--- src/rtl/spi_pkg.sv ---
// Shared SPI frame constants and bridge state encoding.
// The SPI master imports the same frame constants.
package spi_pkg;

    typedef enum logic [1:0] {
        ST_IDLE = 2'd0,
        ST_CMD  = 2'd1,
        ST_DATA = 2'd2,
        ST_DONE = 2'd3
    } spi_state_e;

    localparam int FRAME_BITS    = 16;
    localparam int CMD_BITS      = 8;
    localparam int READ_FLAG_BIT = 7;
    localparam int CNT_W         = 5;

endpackage

--- src/rtl/spi_sync_edge.sv ---
// N-stage input synchronizer with registered rise/fall pulses.
// A pin edge shows up as a pulse STAGES+1 clocks later.
module spi_sync_edge #(
    parameter int STAGES = 2
) (
    input  logic i_ck,
    input  logic i_rstn,
    input  logic i_din,
    output logic o_sync,
    output logic o_rise,
    output logic o_fall
);

    logic [STAGES-1:0] chain_reg;
    logic              prev_reg;
    logic              rise_reg;
    logic              fall_reg;

    // Chain resets low so a CSN that is already low at reset release
    // never produces a falling edge; the frame in progress is ignored.
    always_ff @(posedge i_ck or negedge i_rstn) begin
        if (!i_rstn) begin
            chain_reg <= '0;
            prev_reg  <= 1'b0;
            rise_reg  <= 1'b0;
            fall_reg  <= 1'b0;
        end else begin
            chain_reg <= {chain_reg[STAGES-2:0], i_din};
            prev_reg  <= chain_reg[STAGES-1];
            rise_reg  <= chain_reg[STAGES-1] & ~prev_reg;
            fall_reg  <= ~chain_reg[STAGES-1] & prev_reg;
        end
    end

    assign o_sync = chain_reg[STAGES-1];
    assign o_rise = rise_reg;
    assign o_fall = fall_reg;

endmodule

--- src/rtl/spi_reg_bridge.sv ---
// SPI mode-3 slave that turns each 16-bit command/data frame into a
// single local-bus write or read, returning read data on MISO.
module spi_reg_bridge
    import spi_pkg::*;
#(
    parameter int SYNC_STAGES = 2,
    parameter int ADDR_W      = 7
) (
    input  logic              i_ck,
    input  logic              i_rstn,
    input  logic              i_sclk,
    input  logic              i_csn,
    input  logic              i_mosi,
    output logic              o_miso,
    output logic              o_miso_oe,
    output logic [ADDR_W-1:0] o_bus_addr,
    output logic [7:0]        o_bus_wdata,
    output logic              o_bus_wr,
    output logic              o_bus_rd,
    input  logic [7:0]        i_bus_rdata,
    output logic              o_busy,
    output logic              o_frame_err
);

    logic sclk_rise;
    logic sclk_fall;
    logic sclk_s;
    logic csn_rise;
    logic csn_fall;
    logic csn_s;
    logic mosi_s;

    logic [SYNC_STAGES-1:0] mosi_sync_reg;

    spi_state_e        state_reg, state_next;
    logic [CNT_W-1:0]  bit_cnt_reg, bit_cnt_next;
    logic [7:0]        rx_reg, rx_next;
    logic [7:0]        tx_reg, tx_next;
    logic              miso_reg, miso_next;
    logic              overrun_reg, overrun_next;
    logic              cmd_rd_reg, cmd_rd_next;
    logic [ADDR_W-1:0] cmd_addr_reg, cmd_addr_next;
    logic [ADDR_W-1:0] bus_addr_reg, bus_addr_next;
    logic [7:0]        bus_wdata_reg, bus_wdata_next;
    logic              bus_wr_reg, bus_wr_next;
    logic              bus_rd_reg, bus_rd_next;
    logic              rd_dly_reg, rd_dly_next;
    logic              frame_err_reg, frame_err_next;
    logic              armed_reg, armed_next;
    logic [7:0]        rx_shift;

    spi_sync_edge #(.STAGES(SYNC_STAGES)) u_sclk_sync (
        .i_ck   (i_ck),
        .i_rstn (i_rstn),
        .i_din  (i_sclk),
        .o_sync (sclk_s),
        .o_rise (sclk_rise),
        .o_fall (sclk_fall)
    );

    spi_sync_edge #(.STAGES(SYNC_STAGES)) u_csn_sync (
        .i_ck   (i_ck),
        .i_rstn (i_rstn),
        .i_din  (i_csn),
        .o_sync (csn_s),
        .o_rise (csn_rise),
        .o_fall (csn_fall)
    );

    // MOSI only needs a plain synchronizer; it is sampled on SCLK rise detect.
    always_ff @(posedge i_ck or negedge i_rstn) begin
        if (!i_rstn) begin
            mosi_sync_reg <= '0;
        end else begin
            mosi_sync_reg <= {mosi_sync_reg[SYNC_STAGES-2:0], i_mosi};
        end
    end

    assign mosi_s   = mosi_sync_reg[SYNC_STAGES-1];
    assign rx_shift = {rx_reg[6:0], mosi_s};

    always_ff @(posedge i_ck or negedge i_rstn) begin
        if (!i_rstn) begin
            state_reg     <= ST_IDLE;
            bit_cnt_reg   <= '0;
            rx_reg        <= '0;
            tx_reg        <= '0;
            miso_reg      <= 1'b0;
            overrun_reg   <= 1'b0;
            cmd_rd_reg    <= 1'b0;
            cmd_addr_reg  <= '0;
            bus_addr_reg  <= '0;
            bus_wdata_reg <= '0;
            bus_wr_reg    <= 1'b0;
            bus_rd_reg    <= 1'b0;
            rd_dly_reg    <= 1'b0;
            frame_err_reg <= 1'b0;
            armed_reg     <= 1'b0;
        end else begin
            state_reg     <= state_next;
            bit_cnt_reg   <= bit_cnt_next;
            rx_reg        <= rx_next;
            tx_reg        <= tx_next;
            miso_reg      <= miso_next;
            overrun_reg   <= overrun_next;
            cmd_rd_reg    <= cmd_rd_next;
            cmd_addr_reg  <= cmd_addr_next;
            bus_addr_reg  <= bus_addr_next;
            bus_wdata_reg <= bus_wdata_next;
            bus_wr_reg    <= bus_wr_next;
            bus_rd_reg    <= bus_rd_next;
            rd_dly_reg    <= rd_dly_next;
            frame_err_reg <= frame_err_next;
            armed_reg     <= armed_next;
        end
    end

    always_comb begin
        state_next     = state_reg;
        bit_cnt_next   = bit_cnt_reg;
        rx_next        = rx_reg;
        tx_next        = tx_reg;
        miso_next      = miso_reg;
        overrun_next   = overrun_reg;
        cmd_rd_next    = cmd_rd_reg;
        cmd_addr_next  = cmd_addr_reg;
        bus_addr_next  = bus_addr_reg;
        bus_wdata_next = bus_wdata_reg;
        bus_wr_next    = 1'b0;
        bus_rd_next    = 1'b0;
        rd_dly_next    = bus_rd_reg;
        frame_err_next = 1'b0;
        armed_next     = armed_reg | csn_s;

        // Register file answers one cycle after the read strobe.
        if (rd_dly_reg) begin
            tx_next = i_bus_rdata;
        end

        if (csn_rise) begin
            if (state_reg != ST_IDLE) begin
                if (state_reg == ST_DONE && !overrun_reg) begin
                    if (!cmd_rd_reg) begin
                        bus_wr_next    = 1'b1;
                        bus_addr_next  = cmd_addr_reg;
                        bus_wdata_next = rx_reg;
                    end
                end else begin
                    frame_err_next = 1'b1;
                end
            end
            state_next   = ST_IDLE;
            miso_next    = 1'b0;
            overrun_next = 1'b0;
        end else begin
            case (state_reg)
                ST_IDLE: begin
                    if (csn_fall) begin
                        state_next   = ST_CMD;
                        bit_cnt_next = '0;
                        rx_next      = '0;
                        tx_next      = '0;
                        miso_next    = 1'b0;
                        overrun_next = 1'b0;
                    end
                end
                ST_CMD: begin
                    if (sclk_rise) begin
                        rx_next      = rx_shift;
                        bit_cnt_next = bit_cnt_reg + 5'd1;
                        if (bit_cnt_reg == 5'(CMD_BITS - 1)) begin
                            state_next    = ST_DATA;
                            cmd_rd_next   = rx_shift[READ_FLAG_BIT];
                            cmd_addr_next = rx_shift[ADDR_W-1:0];
                            if (rx_shift[READ_FLAG_BIT]) begin
                                bus_rd_next   = 1'b1;
                                bus_addr_next = rx_shift[ADDR_W-1:0];
                            end
                        end
                    end
                end
                ST_DATA: begin
                    if (sclk_fall) begin
                        miso_next = tx_reg[7];
                        tx_next   = {tx_reg[6:0], 1'b0};
                    end
                    if (sclk_rise) begin
                        rx_next      = rx_shift;
                        bit_cnt_next = bit_cnt_reg + 5'd1;
                        if (bit_cnt_reg == 5'(FRAME_BITS - 1)) begin
                            state_next = ST_DONE;
                        end
                    end
                end
                ST_DONE: begin
                    if (sclk_rise) begin
                        overrun_next = 1'b1;
                    end
                end
                default: begin
                    state_next = ST_IDLE;
                end
            endcase
        end
    end

    // SCLK level itself is not needed beyond its edges.
    logic unused_sclk;
    assign unused_sclk = sclk_s;

    assign o_miso      = miso_reg;
    assign o_miso_oe   = armed_reg & ~csn_s;
    assign o_bus_addr  = bus_addr_reg;
    assign o_bus_wdata = bus_wdata_reg;
    assign o_bus_wr    = bus_wr_reg;
    assign o_bus_rd    = bus_rd_reg;
    assign o_busy      = (state_reg != ST_IDLE);
    assign o_frame_err = frame_err_reg;

endmodule

--- config.mk ---
export PLATFORM = sky130hd
export DESIGN_NAME = spi_reg_bridge
export DESIGN_NICKNAME = d
export VERILOG_FILES = /design/src/rtl/spi_pkg.sv /design/src/rtl/spi_sync_edge.sv /design/src/rtl/spi_reg_bridge.sv
export SDC_FILE = /design/constraint.sdc
export NUM_CORES = 1
export LEC_CHECK = 0
export BUFFER_PORTS_ARGS = -buffer_cell sky130_fd_sc_hd__buf_4
export CORE_ASPECT_RATIO = 0.75
export CORE_MARGIN = 3
export CORE_UTILIZATION = 50
export DETAILED_ROUTE_END_ITERATION = 12
export HOLD_SLACK_MARGIN = 0.1
export MAX_ROUTING_LAYER = met4
export PLACE_DENSITY = 0.82
export RECOVER_POWER = 25
export SKIP_CTS_REPAIR_TIMING = 1
export SYNTH_ARGS = -nofsm -noshare
export SYNTH_HDL_FRONTEND = slang
export SYNTH_HIERARCHICAL = 1
export SYNTH_SLANG_ARGS = --single-unit
--- constraint.sdc ---
create_clock -name i_ck -period 1.9 [get_ports i_ck]
set_input_delay 0 -clock i_ck [delete_from_list [all_inputs] [get_ports i_ck]]
set_output_delay 0 -clock i_ck [all_outputs]
set_load 0.1 [all_outputs]
Yosys cells after proc, flatten, opt, wreduce, memory -nomap -nowiden. Index checks and enable logic that the tools add are counted. W data, S select, Z words.

Add/sub/neg operators: 1. Bitwise logic cells: 12. Reductions and logical operators: 20. Mux-type cells: 45. Eq/ne operators: 17.

Operators with widths (number): $mux W7 (8); $mux W8 (6); $pmux W8 S2 (2); $mux W1 (17); $ne A3 B1 Y1 const B (5); $mux W2 (6); $reduce_and A4 Y1 (3); $reduce_bool A2 Y1 (6); $mux W5 (2); $pmux W5 S2 (1); $reduce_and A7 Y1 (1); $ne A2 B2 Y1 const B (3); $ne A3 B2 Y1 const B (2); $not A1 Y1 (6); $pmux W2 S3 (1); $reduce_and A3 Y1 (2); $reduce_and A6 Y1 (1); $reduce_bool A3 Y1 (2); $add A5 B1 Y5 const B (1); $and A1 B1 Y1 (5); $eq A5 B3 Y1 const B (1); $eq A5 B4 Y1 const B (1); $eq A2 B2 Y1 const B (2); $ne A2 B1 Y1 const B (2); 8 further kinds (9).

Output and inout bits: 21. Bits of input ports: 13. Bits in registers: 65. Word-level logic and storage cells: 119.

Longest topological paths before layout.
Word-level depth: 5. Mapped depth: 8. Depth with buffers taken out: 7.

By module. The synthesis kept the hierarchy.

Modules (own cells, without submodules): spi_reg_bridge (instances 1, cells each 199, sequential area each 1376.3 sq um, area an instance 2532.4 sq um); spi_sync_edge (instances 2, cells each 7, sequential area each 125.1 sq um, area an instance 140.1 sq um).

Least setup slack after synthesis. OpenSTA, ideal clock, no wires.

Path type: flip-flop to flip-flop. Start: register state_reg[0]. End: register bit_cnt_reg[1]. Period minus slack after synthesis: 2.229 ns. Stages on the path, launching flop included: 8. Path buffers: 1. Data arrival time: 2.163 ns. Setup time: 0.066 ns. Setup slack: -0.329 ns. Data required time: 1.834 ns. Path through: dfrtp_1 > inv_1 > ha_1 > inv_1 > nor2_1 > nor3_1 > clkbuf_1 > a22o_1.

Longest elaborated chain between the ends: 4. Elaborated cells on any way between the ends: 9. Classes of those cells: eq/ne (4); mux (1); reduce/logical (4).

RTL lines: from (decl) (line spi_reg_bridge.sv:35) `spi_state_e state_reg, state_next;`; from (signal assigned) (line spi_reg_bridge.sv:100) `state_reg <= state_next;`; $eq A2 B2 Y1 / $eq A2 B1 Y1 (equally long branches) (line spi_reg_bridge.sv:156) `case (state_reg)`; $reduce_or A2 Y1 (no line); $ne A2 B1 Y1 (no line) / $reduce_bool A2 Y1 (equally long branches); $reduce_and A4 Y1 (no line); to (signal assigned) (line spi_reg_bridge.sv:101) `bit_cnt_reg <= bit_cnt_next;`; to (decl) (line spi_reg_bridge.sv:36) `logic [CNT_W-1:0] bit_cnt_reg, bit_cnt_next;`.

Several ways; a longest one is shown, not always the timed one. A chain may end at the register's enable or synchronous reset.

Final worst setup path.
Start: register state_reg[0]. End: register bus_addr_reg[0] (netlist: o_bus_addr[0]).

Longest elaborated chain between the ends: 4. Elaborated cells on any way between the ends: 8. Classes of those cells: eq/ne (4); reduce/logical (4).

RTL lines: $eq A2 B2 Y1 (line spi_reg_bridge.sv:142) `if (state_reg == ST_DONE && !overrun_reg) begin`; $logic_and A1 B1 Y1 (line spi_reg_bridge.sv:142); $ne A2 B2 Y1 (no line); $reduce_and A7 Y1 (no line) (*); to (signal assigned) (line spi_reg_bridge.sv:108) `bus_addr_reg <= bus_addr_next;`; to (decl) (line spi_reg_bridge.sv:43) `logic [ADDR_W-1:0] bus_addr_reg, bus_addr_next;`.

Every way passes the cells marked *; elsewhere a longest branch is shown, timed or not.

==> impl_metrics.tcl <==
set metrics [dict create \
    status "finished with violations" \
    violations "capacitance limit, slew limit" \
    fin_crit_sh_pct 94.7 \
    cts_tree "yes" \
    path_clk_slew_ps 60 \
    mostFrequentLayoutCell "dfrtp_1" \
    synth_cell_types 31 \
    powerDensity_nw_per_um2 1130 \
    p_sw_mw 1.25 \
    die_h_um 71.0 \
    power.share.sequential_pct 39.3 \
    maxCapViolCount 1 \
    fmax_ghz 0.556 \
    synth-edff-count 0 \
    path_class "reg2reg" \
    clk-insertion-delay-late_ps 340 \
    max-slew-margin-rel_pct -1.16 \
    area.growth.synth_to_final_pct 28.0 \
    worst_pin_slew_ps 1520 \
    yosysWarnings 6 \
    gp_congestion 0.784 \
    wl_mm 5.31 \
    worstPathMaxFanout 7 \
    htree_num_levels 3 \
    vias_per_cell 5.28 \
    yosys_most_used_dff "dfrtp_1" \
    whs_ps 332 \
    setup_viol 0 \
    vdd_drop_max_mv 0.748 \
    io_pins 34 \
    antenna_cells 0 \
    slew_violations 66 \
    dpl.hpwl_mm 3.47 \
    sw_frac_of_total_pct 30.8 \
    drive_above_1_share_pct 39.5 \
    fin_ws_ps 100 \
    endpoint_kind "flip-flop" \
    layout_common_cells "65 x dfrtp_1, 45 x buf_4, 24 x mux2_2, 13 x a22o_1" \
    fill_cells 355 \
    avgSynthCellArea_um2 13.2 \
    routedWlPerCell_um 15.0 \
    clock_skew_ps 4.56 \
    comb_power_share_pct 28.4 \
    ys_seq_area_share_pct 57.8 \
    pwr-share-clk_pct 32.3 \
    grt_pass1_wl_mm 8.77 \
    setup-tns-final_ps 0 \
    cp.required_ps 2120 \
    syn-num-nets 232 \
    cp.arrival_ps 2020 \
    netlist_area_um2 2810 \
    period_minus_slack_ps 1800 \
    core_area_um2 5150 \
    clockBufferDepth 2 \
    ant_nets 0 \
    grt_usage_pct 18.1 \
    p_int_mw 2.81 \
    hold_path_class "in2reg" \
    ys_ff_latch 65 \
    via_count 1865 \
    start_kind "flip-flop" \
    port-buffer-count 33 \
    final_nets 296 \
    leakage_nw 1.76 \
    drc 0 \
    grt.overflow.total 0 \
    start_util_pct 54.6 \
    hold_viol 0 \
    async_reset_ff_share_pct 100 \
    place_ws_ps 71.9 \
    grt_max_degree 66 \
    rows 22 \
    cts_root_buf "clkbuf_8" \
    cts_buffers 9 \
    drtIter0Drc 92 \
    dieArea_um2 6570 \
    grt_antenna_before_repair 0 \
    die_w_um 92.6 \
    synthCells 213 \
    grt_setup_unrepaired "false" \
    grt_pass1_vias 1819 \
    cts.sinks 65 \
    first_pass_iters 4 \
]
metal layers:
| layer | up-vias | track usage [%] | part of all wire (%) |
|---|---|---|---|
| li1 | 892 | - | - |
| met1 | 918 | 24.1 | 47 |
| met2 | 45 | 25.1 | 47 |
| met3 | 10 | 7.97 | 4.9 |
| met4 | 0 | 5.11 | 1.7 |
| met5 | - | - | 0 |
critical path, cell delays in order, from the launching register on:
cell      delay [ps]
dfrtp_1          360
inv_2             60
ha_4             160
buf_4            140
nand2b_4         140
nor4b_4          240
o21ba_4          260
mux2_4           310
Yosys cell counts (2+ instances only):
| cell type | number | area share [%] |
|---|---|---|
| clkbuf_1 | 6 | 0.80 |
| inv_1 | 9 | 1.2 |
| mux2_2 | 24 | 9.6 |
| a22o_1 | 13 | 4.0 |
| or2_2 | 3 | 0.67 |
| nor2_1 | 9 | 1.2 |
| nand2_1 | 9 | 1.2 |
| o21ai_0 | 6 | 1.1 |
| dfrtp_1 | 65 | 58 |
| mux2_4 | 7 | 3.7 |
| nor3_1 | 3 | 0.53 |
| ha_1 | 6 | 2.7 |
| a21oi_1 | 11 | 2.0 |
| buf_6 | 2 | 0.80 |
| mux2i_1 | 11 | 3.9 |
| nor2b_1 | 4 | 0.89 |
| and2b_2 | 2 | 0.62 |
| o22ai_1 | 5 | 1.1 |
| nand3_1 | 6 | 1.1 |
final cells by class:
cell class,count,area (um^2),share of cell area (%)
inverter,9,37.5,1.04
timing repair buffer,62,497,13.8
sequential,65,1630,45.2
clock inverter,2,60.1,1.67
clock buffer,13,169,4.69
tap,72,90.1,2.50
multi-input combinational,130,1120,31.1
power groups by stage:
stage               sequential (mW)  clock (mW)  combinational, mW
floorplan                      1.76           0              0.618
global placement               1.61           0               1.10
detailed placement             1.62           0               1.12
CTS                            1.59        1.35               1.14
global route                   1.61        1.42               1.25
finish                         1.60        1.31               1.15
final timing paths:
path                                               start                        to  slack [ps]  cells past startpoint
worst max-delay path                        state_reg[0]             o_bus_addr[0]         100                      7
worst min-delay path                               i_csn   u_csn_sync/chain_reg[0]         330                      2
worst max register to register              state_reg[0]             o_bus_addr[0]         100                      7
min in group asynchronous                         i_rstn                 tx_reg[3]         570                      2
max in group asynchronous                         i_rstn                 tx_reg[1]         420                      2
worst min register to register  u_sclk_sync/chain_reg[0]  u_sclk_sync/chain_reg[1]         350                      0
metrics by stage:
stage	instance area (um^2)	std cells	util, %	power [mW]
3_3_place_gp	3240	326	63.0	2.72
5_1_grt	3600	353	69.9	4.28
3_5_place_dp	3240	326	63.0	2.74
4_1_cts	3470	341	67.5	4.08
6_report	3600	353	69.9	4.06
2_1_floorplan	2840	213	-	2.38
kinds of logic after synthesis:
group	share of synthesized area, %
and+or+nand+nor	9.79
buffers and inverters	3.07
adders and majority gates	2.67
DFF	57.8
AOI/OAI and AO/OA	9.39
muxes	17.3
Power figures use the tool's default switching activity.
